==> src/rtl/aes_pkg.sv <==
// Shared AES sizing constants, key-size encoding, word/round-key types
// and the GF(2^8) doubling helper used by the key-expansion engine.
package aes_pkg;

  typedef enum logic [1:0] {
    KEY_128 = 2'b00,
    KEY_192 = 2'b01,
    KEY_256 = 2'b10,
    KEY_BAD = 2'b11
  } key_size_e;

  typedef enum logic {
    ST_IDLE,
    ST_EXPAND
  } state_e;

  typedef logic [31:0]  word_t;
  typedef logic [127:0] round_key_t;
  typedef logic [255:0] cipher_key_t;

  localparam int unsigned WINDOW = 8;

  localparam logic [7:0] RCON_INIT = 8'h01;

  localparam logic [3:0] NK_128 = 4'd4;
  localparam logic [3:0] NK_192 = 4'd6;
  localparam logic [3:0] NK_256 = 4'd8;

  localparam logic [3:0] NR_128 = 4'd10;
  localparam logic [3:0] NR_192 = 4'd12;
  localparam logic [3:0] NR_256 = 4'd14;

  // Number of 32-bit words in the cipher key.
  function automatic logic [3:0] nk_of(input key_size_e ks);
    case (ks)
      KEY_128: return NK_128;
      KEY_192: return NK_192;
      KEY_256: return NK_256;
      default: return 4'd0;
    endcase
  endfunction

  // Number of cipher rounds; the key schedule produces Nr+1 round keys.
  function automatic logic [3:0] nr_of(input key_size_e ks);
    case (ks)
      KEY_128: return NR_128;
      KEY_192: return NR_192;
      KEY_256: return NR_256;
      default: return 4'd0;
    endcase
  endfunction

  function automatic logic key_size_legal(input key_size_e ks);
    return ks != KEY_BAD;
  endfunction

  // Multiply by x in GF(2^8) modulo x^8+x^4+x^3+x+1 (0x80 -> 0x1b).
  function automatic logic [7:0] xtime(input logic [7:0] b);
    return {b[6:0], 1'b0} ^ (b[7] ? 8'h1b : 8'h00);
  endfunction

endpackage

==> src/rtl/aes_round_key_gen_if.sv <==
// Request/response bundle between a key-expansion client and the
// round-key generator. The client (master) launches expansions; the
// generator (slave) streams round keys back.
interface aes_round_key_gen_if;
  import aes_pkg::*;

  logic        start;
  logic        abort;
  logic [1:0]  key_size;
  cipher_key_t key_in;

  round_key_t  round_key;
  logic [3:0]  round_idx;
  logic        key_valid;
  logic [3:0]  round_amount;
  logic        busy;
  logic        done;

  modport master (
    output start, abort, key_size, key_in,
    input  round_key, round_idx, key_valid, round_amount, busy, done
  );

  modport slave (
    input  start, abort, key_size, key_in,
    output round_key, round_idx, key_valid, round_amount, busy, done
  );

endinterface

==> src/rtl/aes_sub_word.sv <==
// SubWord: applies the AES S-box to each byte of a 32-bit word.
// Purely combinational; four parallel table lookups.
module aes_sub_word
  import aes_pkg::*;
(
  input  word_t din,
  output word_t dout
);

  localparam logic [7:0] SBOX [256] = '{
    8'h63, 8'h7c, 8'h77, 8'h7b, 8'hf2, 8'h6b, 8'h6f, 8'hc5, 8'h30, 8'h01, 8'h67, 8'h2b, 8'hfe, 8'hd7, 8'hab, 8'h76,
    8'hca, 8'h82, 8'hc9, 8'h7d, 8'hfa, 8'h59, 8'h47, 8'hf0, 8'had, 8'hd4, 8'ha2, 8'haf, 8'h9c, 8'ha4, 8'h72, 8'hc0,
    8'hb7, 8'hfd, 8'h93, 8'h26, 8'h36, 8'h3f, 8'hf7, 8'hcc, 8'h34, 8'ha5, 8'he5, 8'hf1, 8'h71, 8'hd8, 8'h31, 8'h15,
    8'h04, 8'hc7, 8'h23, 8'hc3, 8'h18, 8'h96, 8'h05, 8'h9a, 8'h07, 8'h12, 8'h80, 8'he2, 8'heb, 8'h27, 8'hb2, 8'h75,
    8'h09, 8'h83, 8'h2c, 8'h1a, 8'h1b, 8'h6e, 8'h5a, 8'ha0, 8'h52, 8'h3b, 8'hd6, 8'hb3, 8'h29, 8'he3, 8'h2f, 8'h84,
    8'h53, 8'hd1, 8'h00, 8'hed, 8'h20, 8'hfc, 8'hb1, 8'h5b, 8'h6a, 8'hcb, 8'hbe, 8'h39, 8'h4a, 8'h4c, 8'h58, 8'hcf,
    8'hd0, 8'hef, 8'haa, 8'hfb, 8'h43, 8'h4d, 8'h33, 8'h85, 8'h45, 8'hf9, 8'h02, 8'h7f, 8'h50, 8'h3c, 8'h9f, 8'ha8,
    8'h51, 8'ha3, 8'h40, 8'h8f, 8'h92, 8'h9d, 8'h38, 8'hf5, 8'hbc, 8'hb6, 8'hda, 8'h21, 8'h10, 8'hff, 8'hf3, 8'hd2,
    8'hcd, 8'h0c, 8'h13, 8'hec, 8'h5f, 8'h97, 8'h44, 8'h17, 8'hc4, 8'ha7, 8'h7e, 8'h3d, 8'h64, 8'h5d, 8'h19, 8'h73,
    8'h60, 8'h81, 8'h4f, 8'hdc, 8'h22, 8'h2a, 8'h90, 8'h88, 8'h46, 8'hee, 8'hb8, 8'h14, 8'hde, 8'h5e, 8'h0b, 8'hdb,
    8'he0, 8'h32, 8'h3a, 8'h0a, 8'h49, 8'h06, 8'h24, 8'h5c, 8'hc2, 8'hd3, 8'hac, 8'h62, 8'h91, 8'h95, 8'he4, 8'h79,
    8'he7, 8'hc8, 8'h37, 8'h6d, 8'h8d, 8'hd5, 8'h4e, 8'ha9, 8'h6c, 8'h56, 8'hf4, 8'hea, 8'h65, 8'h7a, 8'hae, 8'h08,
    8'hba, 8'h78, 8'h25, 8'h2e, 8'h1c, 8'ha6, 8'hb4, 8'hc6, 8'he8, 8'hdd, 8'h74, 8'h1f, 8'h4b, 8'hbd, 8'h8b, 8'h8a,
    8'h70, 8'h3e, 8'hb5, 8'h66, 8'h48, 8'h03, 8'hf6, 8'h0e, 8'h61, 8'h35, 8'h57, 8'hb9, 8'h86, 8'hc1, 8'h1d, 8'h9e,
    8'he1, 8'hf8, 8'h98, 8'h11, 8'h69, 8'hd9, 8'h8e, 8'h94, 8'h9b, 8'h1e, 8'h87, 8'he9, 8'hce, 8'h55, 8'h28, 8'hdf,
    8'h8c, 8'ha1, 8'h89, 8'h0d, 8'hbf, 8'he6, 8'h42, 8'h68, 8'h41, 8'h99, 8'h2d, 8'h0f, 8'hb0, 8'h54, 8'hbb, 8'h16
  };

  // Substitute every byte of the input word through the S-box.
  always_comb begin
    dout = {SBOX[din[31:24]], SBOX[din[23:16]], SBOX[din[15:8]], SBOX[din[7:0]]};
  end

endmodule

==> src/rtl/aes_round_key_gen.sv <==
// Iterative AES-128/192/256 key expansion. Produces one schedule word
// per cycle from an 8-word history window and emits each completed
// 128-bit round key together with its round index.
module aes_round_key_gen
  import aes_pkg::*;
(
  input  logic                 clk,
  input  logic                 rst_n,
  aes_round_key_gen_if.slave   bus
);

  state_e      state_q, state_d;

  cipher_key_t key_q;
  logic [3:0]  nk_q;
  logic [5:0]  last_word_q;
  logic [5:0]  word_cnt_q;
  logic [2:0]  mod_cnt_q;
  logic [7:0]  rcon_q;
  word_t       window_q [WINDOW];

  round_key_t  round_key_q;
  logic [3:0]  round_idx_q;
  logic        key_valid_q;
  logic [3:0]  round_amount_q;
  logic        busy_q;
  logic        done_q;

  key_size_e   req_size;
  logic        accept;
  logic        expanding;
  logic        aborting;
  logic        last_word;
  logic        is_key_word;
  word_t       tap_nk;
  word_t       sub_in;
  word_t       sub_out;
  word_t       new_word;

  assign req_size    = key_size_e'(bus.key_size);
  // busy_q is still high in the done cycle, which keeps a start on the
  // edge where busy falls from relaunching the engine.
  assign accept      = (state_q == ST_IDLE) && !busy_q && bus.start && key_size_legal(req_size);
  assign aborting    = (state_q == ST_EXPAND) && bus.abort;
  assign expanding   = (state_q == ST_EXPAND) && !bus.abort;
  assign last_word   = (word_cnt_q == last_word_q);
  assign is_key_word = (word_cnt_q < {2'b00, nk_q});

  aes_sub_word u_sub_word (
    .din  (sub_in),
    .dout (sub_out)
  );

  // State register.
  always_ff @(posedge clk or negedge rst_n) begin
    if (!rst_n) begin
      state_q <= ST_IDLE;
    end else begin
      state_q <= state_d;
    end
  end

  // Next-state: launch on a legal start, return after the last word or on abort.
  always_comb begin
    state_d = state_q;
    case (state_q)
      ST_IDLE: begin
        if (accept) begin
          state_d = ST_EXPAND;
        end
      end
      ST_EXPAND: begin
        if (bus.abort || last_word) begin
          state_d = ST_IDLE;
        end
      end
      default: state_d = ST_IDLE;
    endcase
  end

  // Compute w[i] from the key register or from w[i-1] and the Nk-selected tap w[i-Nk].
  always_comb begin
    case (nk_q)
      NK_128:  tap_nk = window_q[3];
      NK_192:  tap_nk = window_q[5];
      default: tap_nk = window_q[7];
    endcase

    if (mod_cnt_q == 3'd0) begin
      sub_in = {window_q[0][23:0], window_q[0][31:24]};
    end else begin
      sub_in = window_q[0];
    end

    if (is_key_word) begin
      new_word = key_q[255:224];
    end else if (mod_cnt_q == 3'd0) begin
      new_word = tap_nk ^ sub_out ^ {rcon_q, 24'h000000};
    end else if ((nk_q == NK_256) && (mod_cnt_q == 3'd4)) begin
      new_word = tap_nk ^ sub_out;
    end else begin
      new_word = tap_nk ^ window_q[0];
    end
  end

  // Expansion datapath: capture on start, then advance one word per cycle.
  always_ff @(posedge clk or negedge rst_n) begin
    if (!rst_n) begin
      key_q       <= '0;
      nk_q        <= '0;
      last_word_q <= '0;
      word_cnt_q  <= '0;
      mod_cnt_q   <= '0;
      rcon_q      <= '0;
      for (int j = 0; j < WINDOW; j++) begin
        window_q[j] <= '0;
      end
    end else if (accept) begin
      key_q       <= bus.key_in;
      nk_q        <= nk_of(req_size);
      last_word_q <= {nr_of(req_size), 2'b11};
      word_cnt_q  <= '0;
      mod_cnt_q   <= '0;
      rcon_q      <= RCON_INIT;
    end else if (expanding) begin
      key_q       <= {key_q[223:0], 32'h00000000};
      window_q[0] <= new_word;
      for (int j = 1; j < WINDOW; j++) begin
        window_q[j] <= window_q[j-1];
      end
      word_cnt_q  <= word_cnt_q + 6'd1;
      if ({1'b0, mod_cnt_q} == (nk_q - 4'd1)) begin
        mod_cnt_q <= '0;
      end else begin
        mod_cnt_q <= mod_cnt_q + 3'd1;
      end
      if ((mod_cnt_q == 3'd0) && !is_key_word) begin
        rcon_q <= xtime(rcon_q);
      end
    end
  end

  // Output registers: round-key strobe on every fourth word, busy/done bookkeeping.
  always_ff @(posedge clk or negedge rst_n) begin
    if (!rst_n) begin
      round_key_q    <= '0;
      round_idx_q    <= '0;
      key_valid_q    <= 1'b0;
      round_amount_q <= '0;
      busy_q         <= 1'b0;
      done_q         <= 1'b0;
    end else begin
      key_valid_q <= 1'b0;
      done_q      <= 1'b0;
      if (accept) begin
        busy_q         <= 1'b1;
        round_amount_q <= nr_of(req_size);
      end else if (aborting) begin
        busy_q <= 1'b0;
      end else if (expanding) begin
        if (word_cnt_q[1:0] == 2'b11) begin
          round_key_q <= {window_q[2], window_q[1], window_q[0], new_word};
          round_idx_q <= word_cnt_q[5:2];
          key_valid_q <= 1'b1;
          done_q      <= last_word;
        end
      end else if (done_q) begin
        busy_q <= 1'b0;
      end
    end
  end

  assign bus.round_key    = round_key_q;
  assign bus.round_idx    = round_idx_q;
  assign bus.key_valid    = key_valid_q;
  assign bus.round_amount = round_amount_q;
  assign bus.busy         = busy_q;
  assign bus.done         = done_q;

endmodule

==> src/flat_wrapper.sv <==
// flat-port wrapper written by rule: the top's interface ports become plain ports
module aes_round_key_gen_flat import aes_pkg::*;
  (clk, rst_n, bus_start, bus_abort, bus_key_size, bus_key_in, bus_round_key, bus_round_idx, bus_key_valid, bus_round_amount, bus_busy, bus_done);
  aes_round_key_gen_if bus_i ();
  input  logic clk;
  input  logic rst_n;
  input wire logic [$bits(bus_i.start)-1:0] bus_start;
  input wire logic [$bits(bus_i.abort)-1:0] bus_abort;
  input wire logic [$bits(bus_i.key_size)-1:0] bus_key_size;
  input wire logic [$bits(bus_i.key_in)-1:0] bus_key_in;
  output wire logic [$bits(bus_i.round_key)-1:0] bus_round_key;
  output wire logic [$bits(bus_i.round_idx)-1:0] bus_round_idx;
  output wire logic [$bits(bus_i.key_valid)-1:0] bus_key_valid;
  output wire logic [$bits(bus_i.round_amount)-1:0] bus_round_amount;
  output wire logic [$bits(bus_i.busy)-1:0] bus_busy;
  output wire logic [$bits(bus_i.done)-1:0] bus_done;
  assign bus_i.start = bus_start;
  assign bus_i.abort = bus_abort;
  assign bus_i.key_size = bus_key_size;
  assign bus_i.key_in = bus_key_in;
  assign bus_round_key = bus_i.round_key;
  assign bus_round_idx = bus_i.round_idx;
  assign bus_key_valid = bus_i.key_valid;
  assign bus_round_amount = bus_i.round_amount;
  assign bus_busy = bus_i.busy;
  assign bus_done = bus_i.done;
  aes_round_key_gen u_core (.clk(clk), .rst_n(rst_n), .bus(bus_i));
endmodule
==> config.mk <==
export PLATFORM = sky130hd
export DESIGN_NAME = aes_round_key_gen_flat
export DESIGN_NICKNAME = d
export VERILOG_FILES = /design/src/rtl/aes_pkg.sv /design/src/rtl/aes_round_key_gen_if.sv /design/src/rtl/aes_sub_word.sv /design/src/rtl/aes_round_key_gen.sv /design/src/flat_wrapper.sv
export SDC_FILE = /design/constraint.sdc
export NUM_CORES = 2
export LEC_CHECK = 0
export BUFFER_PORTS_ARGS = -buffer_cell sky130_fd_sc_hd__buf_2
export CAP_MARGIN = 20
export CORE_ASPECT_RATIO = 1.5
export CORE_MARGIN = 8
export CORE_UTILIZATION = 45
export CTS_BUF_LIST = sky130_fd_sc_hd__clkbuf_4 sky130_fd_sc_hd__clkbuf_8 sky130_fd_sc_hd__clkbuf_16
export CTS_CLUSTER_DIAMETER = 30
export CTS_CLUSTER_SIZE = 24
export DETAILED_ROUTE_END_ITERATION = 8
export SETUP_SLACK_MARGIN = 0.4
export SLEW_MARGIN = 20
export SYNTH_ARGS = -nofsm -noshare
export SYNTH_HDL_FRONTEND = slang
export SYNTH_SLANG_ARGS = --single-unit
==> constraint.sdc <==
create_clock -name clk -period 8.4 [get_ports clk]
set_clock_uncertainty 0.15 [all_clocks]
set_input_delay 1.68 -clock clk [delete_from_list [all_inputs] [get_ports clk]]
set_output_delay 1.68 -clock clk [all_outputs]
set_load 0.02 [all_outputs]
==> reports/qor.csv <==
stage,metric,value,unit
clock_network,cts_resized,0,
hold_path,hold_path.class,register to register,
floorplanning,placementRows,140,
floorplanning,die_height,399,µm
critical_path,cp_data_arrival_time,6.75,ns
logic_synthesis,synth.largest_area_cell,dfrtp_1,
critical_path,r2r-end,u_core.window_q[226]$_DFFE_PN0P_,
detailed_routing,drc,0,
hold_path,hold_path_end,u_core.window_q[23]$_DFFE_PN0P_,
job,cap_violations,0,
critical_path,path_class,register to register,
detailed_routing,wire_per_inst,30.3,µm
clock_network,h-tree-depth,3,
grt,grt_pass1_vias,44600,
sta,max_freq,157,MHz
hold_path,holdCritStartpoint,u_core.window_q[55]$_DFFE_PN0P_,
critical_path,reg2reg_from,u_core.mod_cnt_q[0]$_DFFE_PN0P_,
sta,slew_headroom,0.178,
grt,grt_pass1_wl,310000,µm
hold_path,worstHoldPathCells,2,
floorplanning,die_width,272,µm
logic_synthesis,synth_top_area_frac,0.381,
logic_synthesis,netlist_area,44100,µm²
critical_path,reg2reg_depth,15,
sta,period_share,0.758,
detailed_routing,dr.pass1.iters,9,
logic_synthesis,ys_async_sr_fraction,1.00,
clock_network,cts_tree,yes,
detailed_routing,vias_per_cell,6.62,
detailed_routing,final_antenna_net_count,0,
critical_path,regToRegSetupSlack,2.03,ns
logic_synthesis,syn_area_per_cell,7.92,µm²
run_status,status,completed,
critical_path,cp_max_fo,54,
layout,utilization,0.514,
critical_path,endpoint_kind,register,
sta,timing.hold.ws,0.310,ns
logic_synthesis,ys_seq_area_frac,0.381,
grt,antenna_found_initial,49,
clock_network,cts_root_buffer,clkbuf_16,
clock_network,clock-sinks,672,
sta,period_needed,6.37,ns
place,numPortBuffers,399,
logic_synthesis,synth_flop_cell,dfrtp_1,
layout,drive_gt1_frac,0.151,
logic_synthesis,syn_nets,5881,
logic_synthesis,synthTopCellsByArea,"dfrtp_1 (38%), nand2_1 (15%), a22oi_1 (4.1%)",
logic_synthesis,netlist_instances,5571,
floorplanning,ioPinCount,401,
clock_network,cts_setup_buffers,0,
sta,finalMaxSlewViolations,0,
grt,grt_max_degree,213,
place,place.gp.congestion,1.05,
logic_synthesis,synth_cell_types,112,
grt,gr-total-overflow,0,
sta,hold_viol,0,
floorplanning,dieArea,109000,µm²
clock_network,cts_buffers,95,
floorplanning,initial_utilization,0.454,
layout,multi_input_area,24700,µm²
layout,finalNetCount,5957,
clock_network,cts_hold_buf,0,
critical_path,start_kind,register,
floorplanning,core,97200,µm²
layout,area_delta_synth_final,13.2,%
grt,grt_usage,0.376,
clock_network,clkLatencyLatePin,0.68,ns
detailed_routing,drt-initial-drc-count,7161,
layout,nFillCells,9487,
sta,worstMarginPinSlew,1.22,ns
detailed_routing,finalWirelength,213000,µm
logic_synthesis,synth_seq_cells,672,
clock_network,max-clock-path-buffers,3,
critical_path,cp.required,8.78,ns
logic_synthesis,synth_warnings,0,
clock_network,clkSlewWorstSetupHoldPaths,0.06,ns
sta,rsz0062_at_grt,false,
layout,final_common_cell,nand2_1,
detailed_routing,num_vias,46500,
sta,finalSetupViolations,0,
place,dp_hpwl,148000,µm
logic_synthesis,synth_edf_count,0,
layout,regArea,16800,µm²
layout,mostFrequentLayoutCells,"nand2_1 (1724), dfrtp_1 (672), buf_2 (398)",
sta,fin_setup_tns,0,ns
==> sequential cells by signal, indices dropped and copies added (netlist names) <==
name                     count
u_core.window_q            256
u_core.bus.round_idx         4
u_core.key_q               256
u_core.state_q               1
u_core.bus.round_amount      2
u_core.nk_q                  3
u_core.bus.busy              1
u_core.rcon_q                8
u_core.last_word_q           2
u_core.word_cnt_q            6
u_core.mod_cnt_q             3
u_core.bus.done              1
u_core.bus.key_valid         1
u_core.bus.round_key       128
==> metrics by stage <==
step                      worst slack [ns]  cell area [µm²]  instances
after CTS                             2.36            49900       7005
final                                 2.03            49900       7032
after floorplan                       4.15            44100       5571
after global routing                  1.85            49900       7020
after global placement                2.22            46500       6828
after detailed placement              2.35            46500       6828
==> per-layer routing <==
layer,vias up,global-route usage,share of wire
li1,20200,-,-
met5,-,0,0.00027
met1,22600,0.450,0.37
met2,2870,0.619,0.47
met4,10,0.227,0.075
met3,827,0.0808,0.086
==> worst max-delay path, cell delays in order (launching register included) <==
cell,delay [ns]
dfrtp_1,0.42
inv_1,0.08
ha_1,0.45
nor2b_4,0.86
buf_4,0.62
buf_4,0.66
o21ai_4,0.26
buf_12,0.27
nor2_1,0.49
a21oi_1,0.17
nor3b_1,0.21
o311ai_1,0.39
o31a_1,0.26
o221ai_1,0.40
mux2i_1,0.30
o211ai_1,0.11
==> cells in the mapped netlist (29+ instances only) <==
| library cell | number |
|---|---|
| a221oi_1 | 68 |
| a211oi_1 | 134 |
| buf_2 | 145 |
| a22oi_1 | 242 |
| inv_1 | 47 |
| nor2_1 | 214 |
| o311ai_0 | 34 |
| o211ai_1 | 94 |
| clkbuf_1 | 307 |
| buf_1 | 29 |
| ha_1 | 48 |
| nand2_1 | 1725 |
| a31oi_1 | 64 |
| mux2i_1 | 122 |
| buf_4 | 51 |
| a21oi_1 | 194 |
| nor3_1 | 181 |
| mux2_2 | 31 |
| a311oi_1 | 40 |
| o21ai_0 | 231 |
| nand3_1 | 195 |
| dfrtp_1 | 672 |
| o221ai_1 | 39 |
| and2_1 | 29 |
==> worst max path at each step <==
| stage | from | end | cells past startpoint |
|---|---|---|---|
| 2_1_floorplan | u_core.mod_cnt_q[0]$_DFFE_PN0P_ | u_core.window_q[251]$_DFFE_PN0P_ | 17 |
| 3_3_place_gp | u_core.mod_cnt_q[0]$_DFFE_PN0P_ | u_core.window_q[233]$_DFFE_PN0P_ | 17 |
| 3_5_place_dp | u_core.mod_cnt_q[1]$_DFFE_PN0P_ | u_core.window_q[226]$_DFFE_PN0P_ | 15 |
| 4_1_cts | u_core.mod_cnt_q[1]$_DFFE_PN0P_ | u_core.window_q[226]$_DFFE_PN0P_ | 15 |
| 5_1_grt | u_core.mod_cnt_q[0]$_DFFE_PN0P_ | u_core.window_q[250]$_DFFE_PN0P_ | 14 |
| 6_report | u_core.mod_cnt_q[0]$_DFFE_PN0P_ | u_core.window_q[226]$_DFFE_PN0P_ | 15 |
==> area by class of cell <==
cell class | count | share of cell area
clock buffer | 114 | 0.0519
multi-input combinational | 4290 | 0.495
inverter | 56 | 0.00426
clock inverter | 63 | 0.0161
timing repair buffer | 532 | 0.0629
sequential | 672 | 0.337
antenna | 27 | 0.00135
tap | 1278 | 0.0320
==> cell families after synthesis <==
family / Yosys count / share of synthesized area
XOR/XNOR: 41 / 0.00831
buffers and inverters: 609 / 0.0639
adder cells (fa/ha/maj): 48 / 0.0136
other: 1 / 0.0000850
multiplexers: 172 / 0.0435
AND/OR/NAND/NOR: 2517 / 0.240
flip-flops: 672 / 0.381
AO/OA/AOI/OAI: 1511 / 0.249
Power is not shown: default switching activity piles up to over one toggle a cycle in this logic, so the estimate is an artifact.
